--- src/rtl/rvfi_retire_monitor.sv ---
// rvfi_retire_monitor: sticky order/PC/halt/x0/mask checks on one RVFI channel.
// Optional retirement/trap counters when RISCV_FORMAL_RETIRE_STATS_EN is defined.
module rvfi_retire_monitor #(
  parameter int          XLEN        = 32,
  parameter logic [63:0] ORDER_START = 64'd0,
  parameter bit          CHECK_PC    = 1'b1
) (
  input  logic              clock,
  input  logic              reset,
  input  logic              valid,
  input  logic [63:0]       order,
  input  logic              trap,
  input  logic              halt,
  input  logic              intr,
  input  logic [4:0]        rd_addr,
  input  logic [XLEN-1:0]   rd_wdata,
  input  logic [XLEN-1:0]   pc_rdata,
  input  logic [XLEN-1:0]   pc_wdata,
  input  logic [XLEN/8-1:0] mem_rmask,
  input  logic [XLEN/8-1:0] mem_wmask,
  output logic              first_seen,
  output logic              halted,
  output logic              err_order,
  output logic              err_pc,
  output logic              err_halt,
  output logic              err_x0,
  output logic              err_mask,
  output logic              err_any
`ifdef RISCV_FORMAL_RETIRE_STATS_EN
  ,
  output logic [31:0]       retired_cnt,
  output logic [31:0]       trap_cnt
`endif
);
  localparam int MW = XLEN / 8;
  typedef enum logic [1:0] {WAIT_FIRST, RUN, HALTED} state_t;
  state_t state_q, state_d;
  logic [63:0] exp_order_q, exp_order_d;
  logic [XLEN-1:0] last_pc_q, last_pc_d;
  logic first_seen_q, first_seen_d, halted_q, halted_d;
  logic err_order_q, err_order_d, err_pc_q, err_pc_d, err_halt_q, err_halt_d;
  logic err_x0_q, err_x0_d, err_mask_q, err_mask_d, err_any_q, err_any_d;
  logic live, bad_mask;
  // Filling below the lowest set bit leaves 2^n-1 exactly when the mask is one run.
  function automatic logic contig(input logic [MW-1:0] m);
    logic [MW-1:0] f;
    f = m | (m - MW'(1));
    return (f & (f + MW'(1))) == '0;
  endfunction
  always_comb begin
    live         = valid && (state_q != HALTED);
    bad_mask     = (trap && ((mem_rmask | mem_wmask) != '0)) || !contig(mem_rmask) || !contig(mem_wmask);
    state_d      = live ? (halt ? HALTED : RUN) : state_q;
    exp_order_d  = live ? order + 64'd1 : exp_order_q;
    last_pc_d    = live ? pc_wdata : last_pc_q;
    first_seen_d = first_seen_q | live;
    halted_d     = halted_q | (state_d == HALTED);
    err_order_d  = err_order_q | (live && (order != exp_order_q));
    err_pc_d     = err_pc_q | (CHECK_PC && live && (state_q == RUN) && !intr && (pc_rdata != last_pc_q));
    err_halt_d   = err_halt_q | (valid && (state_q == HALTED));
    err_x0_d     = err_x0_q | (live && (rd_addr == 5'd0) && (rd_wdata != '0));
    err_mask_d   = err_mask_q | (valid && bad_mask);
    err_any_d    = err_order_q | err_pc_q | err_halt_q | err_x0_q | err_mask_q;
  end
  always_ff @(posedge clock) begin
    if (reset) begin
      state_q      <= WAIT_FIRST;
      exp_order_q  <= ORDER_START;
      last_pc_q    <= '0;
      first_seen_q <= 1'b0;
      halted_q     <= 1'b0;
      err_order_q  <= 1'b0;
      err_pc_q     <= 1'b0;
      err_halt_q   <= 1'b0;
      err_x0_q     <= 1'b0;
      err_mask_q   <= 1'b0;
      err_any_q    <= 1'b0;
    end else begin
      state_q      <= state_d;
      exp_order_q  <= exp_order_d;
      last_pc_q    <= last_pc_d;
      first_seen_q <= first_seen_d;
      halted_q     <= halted_d;
      err_order_q  <= err_order_d;
      err_pc_q     <= err_pc_d;
      err_halt_q   <= err_halt_d;
      err_x0_q     <= err_x0_d;
      err_mask_q   <= err_mask_d;
      err_any_q    <= err_any_d;
    end
  end
  assign first_seen = first_seen_q;
  assign halted     = halted_q;
  assign err_order  = err_order_q;
  assign err_pc     = err_pc_q;
  assign err_halt   = err_halt_q;
  assign err_x0     = err_x0_q;
  assign err_mask   = err_mask_q;
  assign err_any    = err_any_q;
`ifdef RISCV_FORMAL_RETIRE_STATS_EN
  logic [31:0] retired_cnt_q, retired_cnt_d, trap_cnt_q, trap_cnt_d;
  always_comb begin
    retired_cnt_d = (live && !(&retired_cnt_q)) ? retired_cnt_q + 32'd1 : retired_cnt_q;
    trap_cnt_d    = (live && trap && !(&trap_cnt_q)) ? trap_cnt_q + 32'd1 : trap_cnt_q;
  end
  always_ff @(posedge clock) begin
    if (reset) begin
      retired_cnt_q <= '0;
      trap_cnt_q    <= '0;
    end else begin
      retired_cnt_q <= retired_cnt_d;
      trap_cnt_q    <= trap_cnt_d;
    end
  end
  assign retired_cnt = retired_cnt_q;
  assign trap_cnt    = trap_cnt_q;
`endif
endmodule

--- config.mk ---
export PLATFORM = sky130hd
export DESIGN_NAME = rvfi_retire_monitor
export DESIGN_NICKNAME = d
export VERILOG_FILES = /design/src/rtl/rvfi_retire_monitor.sv
export SDC_FILE = /design/constraint.sdc
export NUM_CORES = 1
export LEC_CHECK = 0
export BUFFER_PORTS_ARGS = -buffer_cell sky130_fd_sc_hd__buf_4
export CAP_MARGIN = 25
export CORE_ASPECT_RATIO = 0.6
export CORE_UTILIZATION = 30
export CTS_BUF_LIST = sky130_fd_sc_hd__clkbuf_8
export DETAILED_ROUTE_END_ITERATION = 6
export SYNTH_ARGS = -nofsm -noshare
export SYNTH_HDL_FRONTEND = slang
export SYNTH_SLANG_ARGS = --single-unit
--- constraint.sdc ---
create_clock -name clock -period 4.9 [get_ports clock]
set_input_delay 0.49 -clock clock [delete_from_list [all_inputs] [get_ports clock]]
set_output_delay 0.49 -clock clock [all_outputs]
set_load 0.02 [all_outputs]
After elaboration in Yosys (flattened, before gate mapping)
Index checks and enable logic that the tools add are counted.
Storage, ports and cells
  register bits: 106
  bits of input ports: 179
  output and inout bits: 8
Operators by class
  add/subtract/negate cells: 5
  eq/ne operators: 6
  muxes and demuxes: 2
  bitwise logic cells: 16
  reductions and logical operators: 20
Operators by type and width (count)
  adder 64 x 1 -> 64 bit (second input constant): 1
  != test 64 bit: 1
  != test 32 bit: 1
  nonzero test 32 bit: 1
  OR 4 bit: 3
  OR 1 bit: 11
  logical AND 1 bit: 10
  adder 4 x 1 -> 4 bit (second input constant): 2
  AND 4 bit: 2
  logical NOT 4 bit: 2
  subtractor 4 x 1 -> 4 bit (second input constant): 2
  logical NOT 5 bit: 1
  == test 2 bit (second input constant): 2
  two-way mux 2 bit: 2
  nonzero test 4 bit: 1
  logical NOT 1 bit: 3
  == test 2 x 1 -> 1 bit (second input constant): 1
  logical OR 1 bit: 2
  != test 2 bit (second input constant): 1

Depth between registers and ports, before layout
Gate-level depths: netlist (run 1).
  word-level depth: 10
  gate-level depth with buffers: 8

Worst setup path after synthesis (run 1)
Ideal clock, no wire load.
  kind: input port to flip-flop
  start point: in order[3]
  end point: reg exp_order_q[53]
  library setup time: 0.091 ns
  arrival time: 2.226 ns
  slack: 2.583 ns
  stages: 7
  path buffers: 2
  cell sequence: buf_2 > nand4_1 > nor4_4 > nand4_4 > buf_6 > or4_1 > a311oi_1
On the way
  longest elaborated chain between the ends: 1
RTL lines
  from (decl): RTL line 11  | input logic [63:0] order,
  adder 64 x 1 -> 64 bit: RTL line 54  | exp_order_d = live ? order + 64'd1 : exp_order_q;
  to (signal assigned): RTL line 80  | exp_order_q <= exp_order_d;
  to (decl): RTL line 38  | logic [63:0] exp_order_q, exp_order_d;
No other way between the ends.
A chain may end at the register's enable or synchronous reset.

Worst setup path in the final report (run 1)
  start point: in order[3]
  end point: reg exp_order_q[40]
The elaborated chain is that of the path after synthesis.

==> impl_summary.log, run 1 <==
INFO  metric number_of_gates_given_a_new_drive_strength_after_cts = 0
INFO  metric postSynthCellCount = 783
INFO  metric postRouteWirelength = 21.35 mm
INFO  metric finalMaxSlewViolations = 0
INFO  metric fmaxAchievable = 385.6 MHz
INFO  metric post-route-period-util = 52.93%
INFO  metric drt-pass1-iter-count = 7
INFO  metric clk_root_buffer_cell = sky130_fd_sc_hd__clkbuf_8
INFO  metric register_area = 2122 um^2
INFO  metric grt_setup_unrepaired = false
INFO  metric antenna_violations_before_repair = 0
INFO  metric tightestPinTransition = 830.7 ps
INFO  metric postLayoutCellArea = 8082 um^2
INFO  metric avgViaCountPerCell = 5.258
INFO  metric clock_path_buffers = 2
INFO  metric drv.max_cap_violation_count = 0
INFO  metric clk_pin_slew_worst_paths = 120 ps
INFO  metric first_global_vias = 5864
INFO  metric grtUsageTotal = 19.80%
INFO  metric cts-htree-levels = 3
INFO  metric power_per_cell_area = 257.7 nW/um^2
INFO  metric num-fill-cells = 2072
INFO  metric multiInputGateArea = 3924 um^2
INFO  metric place_hpwl = 16.14 mm
INFO  metric placedInstanceArea = 7859 um^2
INFO  metric cts.sink_count = 106
INFO  metric replace_congestion = 0.8575
INFO  metric worstHoldPathType = input pin to flop
INFO  metric final-instance-count-excl-fill = 1215
INFO  metric finalNetCount = 1117
INFO  metric critical_path.reg2reg.startpoint = state_q[0]
INFO  metric yosys.area.top_type_share = 33.81%
INFO  metric synth.yosys.warnings = 0
INFO  metric grt_max_degree = 76
INFO  metric timing_worst_setup_path_type = input pin to flop
INFO  metric netlist_top_cells_count = sky130_fd_sc_hd__dfxtp_1, sky130_fd_sc_hd__nand2_1, sky130_fd_sc_hd__nor2_1
INFO  metric pin_count = 187
INFO  metric ys_ff_latch = 106
INFO  metric worst_hold_startpoint = order[0]
INFO  metric destination_of_the_worst_hold_path = exp_order_q[0]
INFO  metric setup_violations = 0
INFO  metric main_flop_type_after_synthesis = sky130_fd_sc_hd__dfxtp_1
INFO  metric whs_path_depth = 2
INFO  metric r2r-end = exp_order_q[21]
INFO  metric max-slew-margin-rel = 44.62%
INFO  metric area_delta_synth_final = 28.77%
INFO  metric postSynthNetCount = 963
INFO  metric power_leakage = 3.058 nW
INFO  metric top_post_synthesis_cells_by_area = sky130_fd_sc_hd__dfxtp_1, sky130_fd_sc_hd__xnor2_1, sky130_fd_sc_hd__xor2_1, sky130_fd_sc_hd__nand2_1, sky130_fd_sc_hd__nor2_1
INFO  metric critPathLaunchType = input pin
INFO  metric layout_min_cycle_time = 2593 ps
INFO  metric drcViolationCount = 0
INFO  metric cts_hold_buffers = 0
INFO  metric tritoncts = built
INFO  metric syn_avg_cell_area = 8.015 um^2
INFO  metric initial_core_util = 30.96%
INFO  metric std_cell_rows = 40
INFO  metric ff2ff_path_depth = 5
INFO  metric result_of_the_run = complete, no violations
INFO  metric dieHeight = 114.0 um
INFO  metric ys_seq_area_share = 33.81%
INFO  metric number_of_library_cell_types_mapped_by_synthesis = 43
INFO  metric antenna_left = 0
INFO  metric antennaDiodeCount = 0
INFO  metric ys_async_rst_share = 0%
INFO  metric synthesis.area = 6276 um^2
INFO  metric grt_pass1_wl = 32.71 mm
INFO  metric portBuffers = 186
INFO  metric critPathArrivalTime = 2910 ps
INFO  metric worst_skew_pair.late_latency = 400 ps
INFO  metric final_layout_size_suffix_gt1_share = 22.82%
INFO  metric cts_made_buffers = 9
INFO  metric critical_path_required = 5220 ps
INFO  metric coreArea = 20270 um^2
INFO  metric vias = 6388
INFO  metric drt_iter0_drc = 556
INFO  metric peakVddDrop = 0.1377 mV
INFO  metric synth_top_area_cell = sky130_fd_sc_hd__dfxtp_1
INFO  metric fin_setup_tns = 0 ps
INFO  metric crit_fanout = 14
INFO  metric skew = 19.09 ps
INFO  metric synth-edff-count = 0
INFO  metric wl_per_cell = 17.57 um
INFO  metric critPathCaptureType = flop
INFO  metric placed_cell_count = 1199
INFO  metric dieWidth = 188.7 um
INFO  metric yosysMostFrequentCell = sky130_fd_sc_hd__dfxtp_1
INFO  metric hold_violations = 0
INFO  metric grt_overflow = 0
INFO  metric cts_post_setup_buffers_inserted = 0
INFO  metric setup.reg_to_reg.worst_slack = 2730 ps
INFO  metric dieArea = 21520 um^2
-- kinds of logic (layout without fill, tap and decap cells) --
| family | Yosys count | after routing | synth area share (%) |
|---|---|---|---|
| xor+xnor | 125 | 125 | 17.44 |
| simple gates | 353 | 353 | 29.45 |
| compound gates | 140 | 140 | 15.39 |
| fa+ha+maj | 1 | 1 | 0.1993 |
| flops | 106 | 106 | 33.81 |
| buf+inv | 58 | 217 | 3.708 |
-- stage by stage --
| stage | power (mW) | hold slack [ps] | setup WS (ps) | utilization [%] |
|---|---|---|---|---|
| after global placement | 1.458 | 456.2 | 1995 | 38.73 |
| after global routing | 2.193 | 276.1 | 2097 | 39.87 |
| after detailed placement | 1.462 | 458.9 | 1924 | 38.77 |
| after CTS | 2.107 | 278.0 | 2357 | 39.87 |
| after floorplan | 1.227 | 448.1 | 2583 | - |
| final | 2.083 | 295.0 | 2307 | 39.87 |
-- where the power goes --
part | internal (mW) | leakage (nW) | switching [mW] | total, mW
logic | 0.222 | 2.06 | 0.252 | 0.474
registers | 0.928 | 0.878 | 0.0451 | 0.973
clock network | 0.293 | 0.116 | 0.342 | 0.636
total | 1.44 | 3.06 | 0.640 | 2.08
-- cell type report --
class	instances	area share, %
clock inverters	7	1.223
flip-flops and latches	106	26.26
multi-input cells	619	48.55
well taps	273	4.227
repair buffers	191	17.74
inverters	10	0.4645
clock buffers	9	1.533
-- registers in the layout (all words and copies together) (netlist names) --
register	cells
exp_order_q	64
last_pc_q	32
state_q	2
err_any	1
err_halt	1
err_mask	1
err_order	1
err_pc	1
err_x0	1
first_seen	1
halted	1
-- cells in the final DEF (no fill, tap or decap), types with 13 or more instances in the layout --
| cell type | instances |
|---|---|
| sky130_fd_sc_hd__or3_1 | 14 |
| sky130_fd_sc_hd__nor2_1 | 77 |
| sky130_fd_sc_hd__dfxtp_1 | 106 |
| sky130_fd_sc_hd__xnor2_1 | 69 |
| sky130_fd_sc_hd__nand3_1 | 26 |
| sky130_fd_sc_hd__nand2_1 | 93 |
| sky130_fd_sc_hd__nand4_1 | 38 |
| sky130_fd_sc_hd__a211oi_1 | 35 |
| sky130_fd_sc_hd__or4_1 | 13 |
| sky130_fd_sc_hd__buf_4 | 191 |
| sky130_fd_sc_hd__nor4_1 | 29 |
| sky130_fd_sc_hd__nor3_1 | 15 |
| sky130_fd_sc_hd__a21oi_1 | 40 |
| sky130_fd_sc_hd__a311oi_1 | 27 |
| sky130_fd_sc_hd__and3_1 | 15 |
| sky130_fd_sc_hd__o21ai_0 | 13 |
| sky130_fd_sc_hd__o31ai_1 | 13 |
| sky130_fd_sc_hd__xor2_1 | 56 |
-- layer usage --
metal / track usage [%] / part of all wire (%) / vias to the layer above
met5: 0 / 0 / -
met4: 3.548 / 0.60 / 0
met3: 4.338 / 8.7 / 9
met2: 27.52 / 40 / 253
met1: 30.69 / 51 / 2963
li1: - / - / 3163
-- worst max-delay path by stage --
stage          startpoint         endpoint  slack [ps]  depth (start not counted)
2_1_floorplan    order[3]  exp_order_q[53]        2580                          7
3_3_place_gp    order[22]  exp_order_q[58]        2000                          6
3_5_place_dp     order[3]  exp_order_q[40]        1920                          6
4_1_cts          order[3]  exp_order_q[52]        2360                          6
5_1_grt          order[3]  exp_order_q[52]        2100                          6
6_report         order[3]  exp_order_q[40]        2310                          6
-- worst max-delay path, stage by stage --
cell and delay (ps):
sky130_fd_sc_hd__buf_4 130, sky130_fd_sc_hd__nand4_1 210, sky130_fd_sc_hd__nor4_4 630, sky130_fd_sc_hd__nand4_1 560, sky130_fd_sc_hd__or4_1 630, sky130_fd_sc_hd__a311oi_1 260
(Power assumes the default switching activity.)
==> inputs of run 2 (changes only) <==
==> constraint.sdc (replaced) <==
create_clock -name clock -period 2.4 [get_ports clock]
set_input_delay 0.24 -clock clock [delete_from_list [all_inputs] [get_ports clock]]
set_output_delay 0.24 -clock clock [all_outputs]
set_load 0.02 [all_outputs]
==> run 2 against run 1 <==
Flip-flop and latch count unchanged. Sequential share of layout area is 0.34 points lower. Power up 94%. Hold slack worse by 250 ps. Core utilization grew 0.52 points. First-iteration DRC count fell by 27%. Largest power group unchanged. Highest routed layer unchanged.
==> impl_summary.log, run 2 (synthesis results as in run 1) <==
INFO  metric placement.setup.worst_slack = 52.19 ps
INFO  metric first_global_vias = 5769
INFO  metric reg_top3 = exp_order_q (64), last_pc_q (32), state_q (2)
INFO  metric skew = 20.63 ps
INFO  metric final.setup.worst_slack = 377.5 ps
INFO  metric place_hpwl = 16.39 mm
INFO  metric antenna_left = 0
INFO  metric initial_core_util = 30.96%
INFO  metric most_common_cell_after_layout_fill_and_taps_aside = sky130_fd_sc_hd__buf_4
INFO  metric placedInstanceArea = 8016 um^2
INFO  metric layout_min_cycle_time = 2022 ps
INFO  metric replace_congestion = 0.8755
INFO  metric largest_register = exp_order_q
INFO  metric hold_violations = 0
INFO  metric clk_pin_slew_worst_paths = 110 ps
INFO  metric final_layout_size_suffix_gt1_share = 23.93%
INFO  metric setup_violations = 0
INFO  metric grt_overflow = 0
INFO  metric postLayoutCellArea = 8188 um^2
INFO  metric finalMaxSlewViolations = 0
INFO  metric dieHeight = 114.0 um
INFO  metric critPathLaunchType = flop
INFO  metric cp_top_family = simple AND/OR/NAND/NOR gates
INFO  metric tightestPinTransition = 713.0 ps
INFO  metric antennaDiodeCount = 0
INFO  metric critPathMaxStageDelay = 600 ps
INFO  metric pin_count = 187
INFO  metric postRouteWirelength = 21.12 mm
INFO  metric tritoncts = built
INFO  metric clock_path_buffers = 2
INFO  metric power_per_cell_area = 492.9 nW/um^2
INFO  metric largest_register_ff_count = 64
INFO  metric timing_worst_setup_path_type = flop to flop
INFO  metric worst_hold_startpoint = order[0]
INFO  metric peakVddDrop = 0.2389 mV
INFO  metric portBuffers = 186
INFO  metric dieArea = 21520 um^2
INFO  metric dieWidth = 188.7 um
INFO  metric std_cell_rows = 40
INFO  metric crit_fanout = 2
INFO  metric post-route-util = 40.40%
INFO  metric drt-pass1-iter-count = 5
INFO  metric worst_skew_pair.late_latency = 410 ps
INFO  metric crit_chain = xor2_1, nor4_1, nand4_1, nor4_1, a311oi_1
INFO  metric critical_path_required = 2670 ps
INFO  metric crit_path_top_delay_cell = sky130_fd_sc_hd__nor4_1
INFO  metric cts.sink_count = 106
INFO  metric grt_setup_unrepaired = false
INFO  metric drv.max_cap_violation_count = 0
INFO  metric timing.critical_path.buf_inv = 0
INFO  metric post-route-period-util = 84.27%
INFO  metric grt_pass1_wl = 32.23 mm
INFO  metric coreArea = 20270 um^2
INFO  metric r2r-end = err_order
INFO  metric cts_hold_buffers = 0
INFO  metric drcViolationCount = 0
INFO  metric area_delta_synth_final = 30.46%
INFO  metric result_of_the_run = complete, no violations
INFO  metric worstSetupPathDepth = 5
INFO  metric wl_per_cell = 17.17 um
INFO  metric fmaxAchievable = 494.4 MHz
INFO  metric setup.reg_to_reg.worst_slack = 380 ps
INFO  metric ff2ff_path_depth = 5
INFO  metric antenna_violations_before_repair = 0
INFO  metric whs_path_depth = 2
INFO  metric avgViaCountPerCell = 5.151
INFO  metric power_leakage = 3.127 nW
INFO  metric grtUsageTotal = 19.66%
INFO  metric number_of_gates_given_a_new_drive_strength_after_cts = 0
INFO  metric critPathCaptureType = flop
INFO  metric finalNetCount = 1133
INFO  metric critPathArrivalTime = 2290 ps
INFO  metric max-slew-margin-rel = 52.03%
INFO  metric timing.critical_path.mode_cell = sky130_fd_sc_hd__nor4_1
INFO  metric destination_of_the_worst_hold_path = exp_order_q[0]
INFO  metric drt_iter0_drc = 408
INFO  metric critical_path.reg2reg.startpoint = exp_order_q[5]
INFO  metric vias = 6336
INFO  metric fin_setup_tns = 0 ps
INFO  metric clk_root_buffer_cell = sky130_fd_sc_hd__clkbuf_8
INFO  metric totalPowerFinal = 4.035 mW
INFO  metric cts-htree-levels = 3
INFO  metric cts_post_setup_buffers_inserted = 0
INFO  metric grt_max_degree = 51
INFO  metric final_cell_mix = sky130_fd_sc_hd__buf_4, sky130_fd_sc_hd__dfxtp_1, sky130_fd_sc_hd__nand2_1, sky130_fd_sc_hd__nor2_1, sky130_fd_sc_hd__xnor2_1
INFO  metric cts_made_buffers = 9
INFO  metric worstHoldPathType = input pin to flop
==> run 2: cell types whose count changed in the layout (fill, tap and decap cells not counted) <==
| cell | previous run | this run |
|---|---|---|
| sky130_fd_sc_hd__bufinv_16 | 2 | 0 |
| sky130_fd_sc_hd__clkbuf_8 | 9 | 10 |
| sky130_fd_sc_hd__buf_12 | 0 | 3 |
| sky130_fd_sc_hd__inv_1 | 11 | 12 |
| sky130_fd_sc_hd__clkinv_4 | 1 | 3 |
| sky130_fd_sc_hd__buf_4 | 191 | 204 |
| sky130_fd_sc_hd__inv_6 | 3 | 0 |
==> run 2: worst register-to-register path, delay by kind of cell (launching register included) <==
family	cells	cell delay [ps]
xor gates and xnor gates	1	190
and+or+nand+nor	3	1200
AOI/OAI and AO/OA	1	150
DFF	1	330
==> run 2: report_power, final <==
part | total, mW | internal [mW] | switching (mW)
logic | 0.988 | 0.472 | 0.516
clock network | 1.06 | 0.400 | 0.662
registers | 1.99 | 1.89 | 0.0925
==> run 2: final cells by class <==
class                   instances  area, um^2
inverters                      10       37.54
clock buffers                  10       137.6
well taps                     273       341.6
repair buffers                207        1592
multi-input cells             619        3924
flip-flops and latches        106        2122
fillers                      2101       12080
clock inverters                 5       33.78
==> run 2: layer usage <==
| metal | vias to the layer above | global-route usage (%) | part of all wire (%) | wire length [um] |
|---|---|---|---|---|
| met3 | 17 | 6.185 | 9.1 | 1927 |
| met1 | 2901 | 29.48 | 51 | 10700 |
| met2 | 232 | 26.57 | 39 | 8247 |
| met5 | - | 0 | 0 | 0 |
| li1 | 3186 | - | - | - |
| met4 | 0 | 4.785 | 1.2 | 246 |
==> run 2: stage by stage <==
step / std cells / hold WS (ps)
after floorplan: 783 / 335.6
after global placement: 1215 / 451.4
after detailed placement: 1215 / 455.2
after CTS: 1230 / 24.02
after global routing: 1230 / 26.50
final: 1230 / 47.92
==> run 2: worst max-delay path by stage <==
stage / from / slack [ps] / endpoint
6_report: exp_order_q[5] / 380 / err_order
3_3_place_gp: order[3] / 90 / exp_order_q[63]
2_1_floorplan: order[3] / 330 / exp_order_q[53]
5_1_grt: order[3] / 280 / exp_order_q[63]
4_1_cts: order[3] / 500 / exp_order_q[63]
3_5_place_dp: order[3] / 50 / exp_order_q[63]
==> inputs of run 3 (changes only) <==
==> constraint.sdc (replaced) <==
create_clock -name clock -period 2 [get_ports clock]
set_input_delay 0.2 -clock clock [delete_from_list [all_inputs] [get_ports clock]]
set_output_delay 0.2 -clock clock [all_outputs]
set_load 0.02 [all_outputs]
==> run 3 against run 2 <==
Clock power up 25%. Global-route usage grew 0.50 points. Core utilization up 2.2 points. Routed wire length rose by 1.9%.
==> impl_summary.log, run 3 (synthesis results as in run 1) <==
INFO  metric vias = 6643
INFO  metric post-route-util = 42.60%
INFO  metric finalNetCount = 1187
INFO  metric clk_pin_slew_worst_paths = 110 ps
INFO  metric critPathLaunchType = flop
INFO  metric final_layout_size_suffix_gt1_share = 28.02%
INFO  metric initial_core_util = 30.96%
INFO  metric cp_top_family = simple AND/OR/NAND/NOR gates
INFO  metric final_cell_mix = sky130_fd_sc_hd__buf_4, sky130_fd_sc_hd__dfxtp_1, sky130_fd_sc_hd__nand2_1, sky130_fd_sc_hd__nor2_1, sky130_fd_sc_hd__xnor2_1
INFO  metric tightestPinTransition = 487.3 ps
INFO  metric clock_path_buffers = 2
INFO  metric antenna_left = 0
INFO  metric num-fill-cells = 2082
INFO  metric avgViaCountPerCell = 5.178
INFO  metric crit_chain = xor2_1, nor4_1, nand4_1, nor4_1, a311oi_1
INFO  metric area_delta_synth_final = 37.60%
INFO  metric replace_congestion = 0.9043
INFO  metric grt_setup_unrepaired = false
INFO  metric final.setup.worst_slack = 151.8 ps
INFO  metric layout_min_cycle_time = 1848 ps
INFO  metric drt_iter0_drc = 538
INFO  metric cts_hold_buffers = 0
INFO  metric antennaDiodeCount = 0
INFO  metric critical_path_required = 2230 ps
INFO  metric hold_violations = 0
INFO  metric clk_root_buffer_cell = sky130_fd_sc_hd__clkbuf_8
INFO  metric timing_worst_setup_path_type = flop to flop
INFO  metric wl_per_cell = 16.77 um
INFO  metric cts_post_setup_buffers_inserted = 0
INFO  metric worst_skew_pair.late_latency = 370 ps
INFO  metric pin_count = 187
INFO  metric reg_top3 = exp_order_q (64), last_pc_q (32), state_q (2)
INFO  metric most_common_cell_after_layout_fill_and_taps_aside = sky130_fd_sc_hd__buf_4
INFO  metric post-route-period-util = 92.41%
INFO  metric worstSetupPathDepth = 5
INFO  metric power_per_cell_area = 574.3 nW/um^2
INFO  metric largest_register_ff_count = 64
INFO  metric setup_violations = 0
INFO  metric critPathArrivalTime = 2080 ps
INFO  metric grt_overflow = 0
INFO  metric critPathCaptureType = flop
INFO  metric grtUsageTotal = 20.16%
INFO  metric first_global_vias = 6110
INFO  metric antenna_violations_before_repair = 0
INFO  metric whs_path_depth = 2
INFO  metric ff2ff_path_depth = 5
INFO  metric cts_made_buffers = 9
INFO  metric std_cell_rows = 40
INFO  metric portBuffers = 186
INFO  metric grt_pass1_wl = 33.53 mm
INFO  metric cts.sink_count = 106
INFO  metric coreArea = 20270 um^2
INFO  metric tritoncts = built
INFO  metric dieArea = 21520 um^2
INFO  metric worstHoldPathType = input pin to flop
INFO  metric grt_max_degree = 43
INFO  metric timing.critical_path.mode_cell = sky130_fd_sc_hd__nor4_1
INFO  metric dieWidth = 188.7 um
INFO  metric crit_path_top_delay_cell = sky130_fd_sc_hd__nor4_1
INFO  metric critPathMaxStageDelay = 460 ps
INFO  metric skew = 11.57 ps
INFO  metric drt-pass1-iter-count = 5
INFO  metric drcViolationCount = 0
INFO  metric result_of_the_run = complete, no violations
INFO  metric place_hpwl = 17.09 mm
INFO  metric cts-htree-levels = 3
INFO  metric dieHeight = 114.0 um
INFO  metric power_leakage = 3.389 nW
INFO  metric drv.max_cap_violation_count = 0
INFO  metric placement.setup.worst_slack = -84.23 ps
INFO  metric peakVddDrop = 0.2647 mV
INFO  metric timing.critical_path.buf_inv = 0
INFO  metric fmaxAchievable = 541.1 MHz
INFO  metric largest_register = exp_order_q
INFO  metric postRouteWirelength = 21.52 mm
INFO  metric number_of_gates_given_a_new_drive_strength_after_cts = 0
INFO  metric max-slew-margin-rel = 67.21%
INFO  metric finalMaxSlewViolations = 0
INFO  metric crit_fanout = 2
[run 3: changes by cell type in the layout (fill, tap and decap cells not counted)]
cell,delta
sky130_fd_sc_hd__buf_4,+52
sky130_fd_sc_hd__clkinv_4,-3
sky130_fd_sc_hd__buf_12,+2
sky130_fd_sc_hd__clkinvlp_4,+2
sky130_fd_sc_hd__bufinv_16,+1
sky130_fd_sc_hd__clkbuf_8,-1
sky130_fd_sc_hd__inv_1,-1
sky130_fd_sc_hd__inv_6,+1
sky130_fd_sc_hd__nand3_2,-1
sky130_fd_sc_hd__nand3_4,+1
[run 3: area by class of cell]
type	instances	area, um^2	share of cell area (%)
multi-input combinational	619	3931	45.52
tap	273	341.6	3.955
clock inverter	5	57.56	0.6665
sequential	106	2122	24.57
clock buffer	9	123.9	1.434
timing repair buffer	261	2022	23.41
inverter	10	37.54	0.4347
[run 3: layer usage]
metal | GRT usage [%] | wire [um] | vias to the layer above
met5 | 0 | 0 | -
met3 | 4.892 | 1824 | 12
li1 | - | - | 3300
met4 | 3.172 | 174 | 0
met2 | 28.24 | 8471 | 247
met1 | 30.95 | 11050 | 3084
[run 3: worst paths after layout]
| path | to | slack, ps | startpoint |
|---|---|---|---|
| worst max-delay path | err_order | 150 | exp_order_q[46] |
| worst min-delay path | state_q[0] | 50 | halt |
| worst max register to register | err_order | 150 | exp_order_q[46] |
| worst min register to register | last_pc_q[3] | 470 | last_pc_q[3] |
[run 3: through the flow]
stage	setup TNS, ps	power [mW]	hold slack, ps	cells	area (um^2)
floorplan	0	3.006	295.6	783	6284
global placement	-249.7	3.662	432.1	1269	8454
detailed placement	-633.5	3.673	435.7	1269	8454
CTS	0	4.999	28.38	1283	8636
global route	0	5.243	45.27	1283	8636
finish	0	4.959	51.83	1283	8636
[run 3: report_power, final]
part,internal (mW),leakage (nW),switching [mW],total [mW]
Sequential,2.27,0.878,0.108,2.38
Clock,0.567,0.0890,0.760,1.33
Combinational,0.617,2.42,0.635,1.25
Total,3.46,3.39,1.50,4.96
